<file path="config.mk">
export PLATFORM = sky130hd
export DESIGN_NAME = vector_mem_transfer
export DESIGN_NICKNAME = d
export VERILOG_FILES = /design/src/rtl/vector_mem_transfer.sv
export SDC_FILE = /design/constraint.sdc
export NUM_CORES = 2
export LEC_CHECK = 0
export CORE_AREA = 8 8 425 427
export CTS_CLUSTER_SIZE = 20
export DETAILED_ROUTE_END_ITERATION = 10
export DIE_AREA = 0 0 433 435
export HOLD_SLACK_MARGIN = 0.02
export PLACE_DENSITY = 0.57
export SYNTH_ARGS = -nofsm -noshare
export SYNTH_HDL_FRONTEND = slang
export SYNTH_SLANG_ARGS = --single-unit
</file>
<file path="constraint.sdc">
create_clock -name clk -period 74.7 [get_ports clk]
set_clock_uncertainty 0.1 [all_clocks]
set_input_delay 7.47 -clock clk [delete_from_list [all_inputs] [get_ports clk]]
set_output_delay 7.47 -clock clk [all_outputs]
set_load 0.03 [all_outputs]
</file>
<file path="src/rtl/vector_mem_transfer.sv">
// rtl/vector_mem_transfer.sv - memory <-> vector register transfer sequencer (16-beat LOAD/STORE)
module vector_mem_transfer #(
    parameter int WORD_W         = 32,
    parameter int VEC_W          = 512,
    parameter int ADDR_W         = 9,
    parameter int RADDR_W        = 2,
    parameter int MEM_RD_LATENCY = 1
) (
    input  logic               clk,
    input  logic               reset,
    input  logic               start,
    input  logic               op_store,
    input  logic [ADDR_W-1:0]  base_address,
    input  logic [RADDR_W-1:0] reg_address,
    input  logic [VEC_W-1:0]   reg_rdata,
    input  logic [WORD_W-1:0]  mem_data_out,
    output logic [ADDR_W-1:0]  mem_address,
    output logic               mem_read_enable,
    output logic               mem_write_enable,
    output logic [WORD_W-1:0]  mem_data_in,
    output logic               reg_we,
    output logic [RADDR_W-1:0] reg_waddr,
    output logic [VEC_W-1:0]   reg_wdata,
    output logic               busy,
    output logic               done
);
    localparam int BEATS  = VEC_W / WORD_W;
    localparam int BEAT_W = $clog2(BEATS);
    localparam int LAT    = MEM_RD_LATENCY;
    localparam logic [BEAT_W-1:0] LAST_BEAT = BEAT_W'(BEATS - 1);

    typedef enum logic [2:0] {
        S_IDLE,
        S_STORE,
        S_LOAD,
        S_LOAD_DRAIN,
        S_WB,
        S_DONE
    } state_t;

    state_t              state;
    logic [BEAT_W-1:0]   beat;
    logic [BEAT_W-1:0]   beat_inc;
    logic [ADDR_W-1:0]   base_q;
    logic [RADDR_W-1:0]  raddr_q;
    logic [VEC_W-1:0]    vec_buf;
    logic [VEC_W-1:0]    buf_next;

    // Read-return tracker: stage LAT-1 is valid in the cycle mem_data_out holds that beat.
    logic [LAT-1:0]      rd_vld;
    logic [BEAT_W-1:0]   rd_idx [LAT];

    logic                cap_en;
    logic [BEAT_W-1:0]   cap_idx;
    logic                last_cap;

    assign beat_inc = beat + BEAT_W'(1);

    always_comb begin
        cap_en   = rd_vld[LAT-1];
        cap_idx  = rd_idx[LAT-1];
        buf_next = vec_buf;
        if (cap_en) begin
            buf_next[int'(cap_idx)*WORD_W +: WORD_W] = mem_data_out;
        end
        last_cap = cap_en && (cap_idx == LAST_BEAT);
    end

    always_ff @(posedge clk or posedge reset) begin
        if (reset) begin
            state            <= S_IDLE;
            beat             <= '0;
            base_q           <= '0;
            raddr_q          <= '0;
            vec_buf          <= '0;
            rd_vld           <= '0;
            for (int k = 0; k < LAT; k++) begin
                rd_idx[k] <= '0;
            end
            mem_address      <= '0;
            mem_read_enable  <= 1'b0;
            mem_write_enable <= 1'b0;
            mem_data_in      <= '0;
            reg_we           <= 1'b0;
            reg_waddr        <= '0;
            reg_wdata        <= '0;
            busy             <= 1'b0;
            done             <= 1'b0;
        end else begin
            rd_vld[0] <= mem_read_enable;
            rd_idx[0] <= beat;
            for (int k = 1; k < LAT; k++) begin
                rd_vld[k] <= rd_vld[k-1];
                rd_idx[k] <= rd_idx[k-1];
            end
            vec_buf <= buf_next;

            case (state)
                S_IDLE: begin
                    if (start) begin
                        base_q      <= base_address;
                        raddr_q     <= reg_address;
                        beat        <= '0;
                        busy        <= 1'b1;
                        mem_address <= base_address;
                        if (op_store) begin
                            vec_buf          <= reg_rdata;
                            mem_data_in      <= reg_rdata[WORD_W-1:0];
                            mem_write_enable <= 1'b1;
                            state            <= S_STORE;
                        end else begin
                            mem_read_enable <= 1'b1;
                            state           <= S_LOAD;
                        end
                    end
                end
                S_STORE: begin
                    if (beat == LAST_BEAT) begin
                        mem_write_enable <= 1'b0;
                        mem_address      <= '0;
                        mem_data_in      <= '0;
                        done             <= 1'b1;
                        state            <= S_DONE;
                    end else begin
                        beat        <= beat_inc;
                        mem_address <= base_q + ADDR_W'(beat_inc);
                        mem_data_in <= vec_buf[int'(beat_inc)*WORD_W +: WORD_W];
                    end
                end
                S_LOAD: begin
                    if (beat == LAST_BEAT) begin
                        mem_read_enable <= 1'b0;
                        mem_address     <= '0;
                        state           <= S_LOAD_DRAIN;
                    end else begin
                        beat        <= beat_inc;
                        mem_address <= base_q + ADDR_W'(beat_inc);
                    end
                end
                S_LOAD_DRAIN: begin
                    // Write back in the cycle after the final word lands, including that word.
                    if (last_cap) begin
                        reg_we    <= 1'b1;
                        reg_waddr <= raddr_q;
                        reg_wdata <= buf_next;
                        done      <= 1'b1;
                        state     <= S_WB;
                    end
                end
                S_WB: begin
                    reg_we <= 1'b0;
                    done   <= 1'b0;
                    busy   <= 1'b0;
                    beat   <= '0;
                    state  <= S_IDLE;
                end
                S_DONE: begin
                    done  <= 1'b0;
                    busy  <= 1'b0;
                    beat  <= '0;
                    state <= S_IDLE;
                end
                default: state <= S_IDLE;
            endcase
        end
    end
endmodule

</file>
==> qor.tcl <==
set qor(grt_pass1_wl_mm) 411.3
set qor(totalNegativeSetupSlack_ps) 0
set qor(relSlewSlack_pct) 14.96
set qor(via_count_of_the_first_global_routing_pass) 45690
set qor(routed_wirelength_mm) 312.1
set qor(syn-cell-area_mm2) 0.04872
set qor(criticalPathCategory) {primary input to flop}
set qor(floorplan.die.width_um) 433
set qor(avgViaCountPerCell) 5.499
set qor(detail_route.wirelength.met1_mm) 115.4
set qor(synth-edff-count) 0
set qor(cts-root-buf) {sky130_fd_sc_hd__clkbuf_16}
set qor(share_of_the_synthesized_area_in_the_top_cell_type_pct) 56.24
set qor(synth_nets) 5662
set qor(clock_path_buffers) 3
set qor(post_drt_wl_per_cell_um) 36.58
set qor(worst_r2r_startpoint) {cap_idx[0]$_DFF_PP0_}
set qor(drive_above_1_share_pct) 8.024
set qor(post-synth-top-count-cell) {sky130_fd_sc_hd__a21oi_1}
set qor(initial_antenna_violation_count) 120
set qor(drt-pass1-iter-count) 8
set qor(worst-endpoint-required_ps) 75210
set qor(setup_slack_ps) 63420
set qor(critical_path.startpoint_type) {primary input}
set qor(netSwitchingFraction_pct) 47.12
set qor(rsz_0062_raised_after_global_routing) {no}
set qor(grt_ovf) 0
set qor(cts_hold_buf) 0
set qor(post_synth_num_cell_types) 44
set qor(numPortBuffers) 1118
set qor(worst_slew_pin_slew_ps) 1272
set qor(dr.max_layer_used) {met5}
set qor(drt_first_iter_violations) 5146
set qor(fp.dieH_um) 435
set qor(synth_commonest_cells) {1544 x sky130_fd_sc_hd__a21oi_1, 1340 x sky130_fd_sc_hd__nor2_1, 1095 x sky130_fd_sc_hd__dfrtp_1}
set qor(core.rowCount) 153
set qor(p_switching_w) 0.001406
set qor(numCtsBuffers) 134
set qor(pin_count) 1119
set qor(post_cts.repair.setup_buffers) 0
set qor(synthesis.instances) 5094
set qor(totalPowerFinal_w) 0.002983
set qor(ys_seq_elements) 1095
set qor(vdd.ir_drop.worst_uv) 24.13
set qor(synth.top_cells.by_area) {sky130_fd_sc_hd__dfrtp_1 56%, sky130_fd_sc_hd__a21oi_1 16%, sky130_fd_sc_hd__nor2_1 10%, sky130_fd_sc_hd__mux4_2 7.4%, sky130_fd_sc_hd__clkbuf_1 2.2%}
set qor(share_comb_of_total_power_pct) 47.5
set qor(syn_area_per_cell_um2) 9.564
set qor(worstSetupStartpoint) {start}
set qor(number_of_cells_upsized_or_downsized_after_cts) 0
set qor(finalCriticalPeriod_ps) 11280
set qor(fin_worst_hold_slack_ps) 379.2
set qor(final_min_period_over_clock_period_pct) 15.10
set qor(setup_viol) 0
set qor(clk_latency_ps) 800
set qor(yosys_warnings) 0
set qor(design.die.area_mm2) 0.1884
set qor(leakagePower_nw) 25.09
set qor(wl_met3_mm) 29.65
set qor(cts.sinks) 1095
set qor(crit_fanout) 210
set qor(setup.worst_path.end_class) {flop}
set qor(min_path_type) {flop to flop}
set qor(maxSlewViolCount) 0
set qor(timing.final.hold_violations) 0
set qor(cell_internal_pwr_w) 0.001577
set qor(synth_async_sr_flop_share_pct) 100.0
set qor(grt_start_max_net_pins) 220
set qor(timing.max_cap.violations) 0
set qor(seq_power_share_pct) 30.4
set qor(status) {completed}
set qor(yosys.area.top_type) {sky130_fd_sc_hd__dfrtp_1}
set qor(finalWeightedCongestion) 0.9132
set qor(final_antenna_net_count) 0
set qor(power_frac_clock_pct) 22.1
set qor(synth_top_flop_cell) {sky130_fd_sc_hd__dfrtp_1}
set qor(dr_total_vias) 46910
set qor(start_util_pct) 28.12
set qor(cts_max_level) 4
set qor(drc_errors) 0
set qor(grt.total_usage_pct) 31.85
set qor(max_clock_freq_mhz) 88.64
set qor(fp.coreArea_mm2) 0.1732
set qor(portion_of_the_post_synthesis_area_used_by_sequential_elements_pct) 56.24
set qor(preCtsSetupSlack_ps) 62570
set qor(power_per_cell_area_mw_per_mm2) 44.88
set qor(detailed_place_hpwl_mm) 237.5
set qor(met2_wirelength_mm) 143.5
set qor(area_growth_pct) 36.42
set qor(cts_tree) {done}
set qor(worst_setup_hold_path_clk_slew_ps) 60
set qor(worst-endpoint-arrival_ps) 11790
set qor(min-delay-start) {beat[3]$_DFFE_PP0P_}
set qor(num-nets-final) 6584
## worst paths after layout
| check | end | slack [ps] | cells past startpoint |
|---|---|---|---|
| max | vec_buf[154]$_DFF_PP0_ | 63420 | 8 |
| max in group asynchronous | vec_buf[106]$_DFF_PP0_ | 63630 | 6 |
| min reg2reg | cap_idx[3]$_DFF_PP0_ | 380 | 0 |
| min | cap_idx[3]$_DFF_PP0_ | 380 | 0 |
| max reg2reg | reg_wdata[226]$_DFFE_PP0P_ | 68580 | 10 |
| min in group asynchronous | reg_wdata[370]$_DFFE_PP0P_ | 7120 | 2 |
## layer usage
metal / vias up / global-route usage [%]
li1: 19590 / -
met1: 24010 / 37.27
met2: 2594 / 49.54
met3: 689 / 10.74
met4: 36 / 21.29
met5: - / 0
## power groups by stage
stage / combinational [W] / sequential, W / clock (W)
after global placement: 0.00139 / 0.000904 / 0
final: 0.00142 / 0.000906 / 0.000660
after global routing: 0.00146 / 0.000915 / 0.000690
after CTS: 0.00140 / 0.000900 / 0.000669
after floorplan: 0.000707 / 0.000881 / 0
after detailed placement: 0.00140 / 0.000909 / 0
## cells by family (layout without fill, tap and decap cells)
group                      Yosys count  in the layout  synth area share, %
buffers and inverters              432           1445                3.809
and+or+nand+nor                   1723           1723                14.13
muxes                              214            214                8.536
adders and majority gates            9              9               0.2465
other                                0             99                    0
AOI/OAI and AO/OA                 1611           1611                16.86
xor gates and xnor gates            10             10               0.1798
DFF                               1095           1095                56.24
## critical path: stages
cell and delay [ps]:
sky130_fd_sc_hd__clkdlybuf4s50_1 480, sky130_fd_sc_hd__nor3_1 210, sky130_fd_sc_hd__or3_1 540, sky130_fd_sc_hd__nor2_4 260, sky130_fd_sc_hd__nand2_8 620, sky130_fd_sc_hd__buf_12 750
sky130_fd_sc_hd__buf_4 980, sky130_fd_sc_hd__a21oi_1 180
## registers in the layout, summed over array words and instances, names as in the netlist, 2 cells and up
register	cells
reg_wdata	512
base_q	9
raddr_q	2
vec_buf	512
mem_data_in	32
reg_waddr	2
state	3
mem_address	9
cap_idx	4
beat	4
## area by class of cell
| cell class | instances | area (um2) |
|---|---|---|
| clock inverters | 33 | 352.8 |
| repair buffers | 1199 | 11850 |
| multi-input cells | 3567 | 19670 |
| diodes | 99 | 247.7 |
| flip-flops and latches | 1095 | 27410 |
| inverters | 19 | 78.83 |
| clock buffers | 194 | 3953 |
| fillers | 17450 | 106800 |
| well taps | 2325 | 2909 |
## stage by stage
step	cells	instance area, um2	util (%)
3_5_place_dp	8205	61910	35.74
2_1_floorplan	5094	48720	-
6_report	8531	66460	38.36
3_3_place_gp	8205	61910	35.74
5_1_grt	8499	66380	38.32
4_1_cts	8432	66220	38.22
## cells in the final DEF (no fill, tap or decap), drive strengths merged, types with 4 or more instances in the layout
cell / Yosys / layout
a21oi: 1545 / 1545
a22oi: 38 / 38
and3: 28 / 28
buf: 120 / 81
bufinv: 0 / 4
clkbuf: 293 / 194
clkdlybuf4s50: 0 / 1118
clkinv: 0 / 16
clkinvlp: 0 / 5
dfrtp: 1095 / 1095
diode: 0 / 99
ha: 8 / 8
inv: 19 / 27
mux2: 12 / 12
mux2i: 42 / 42
mux4: 160 / 160
nand2: 121 / 121
nand2b: 4 / 4
nand3: 18 / 18
nand4: 6 / 6
nor2: 1341 / 1341
nor3: 194 / 194
o21ai: 15 / 15
xor2: 8 / 8
(Power assumes the default switching activity.)
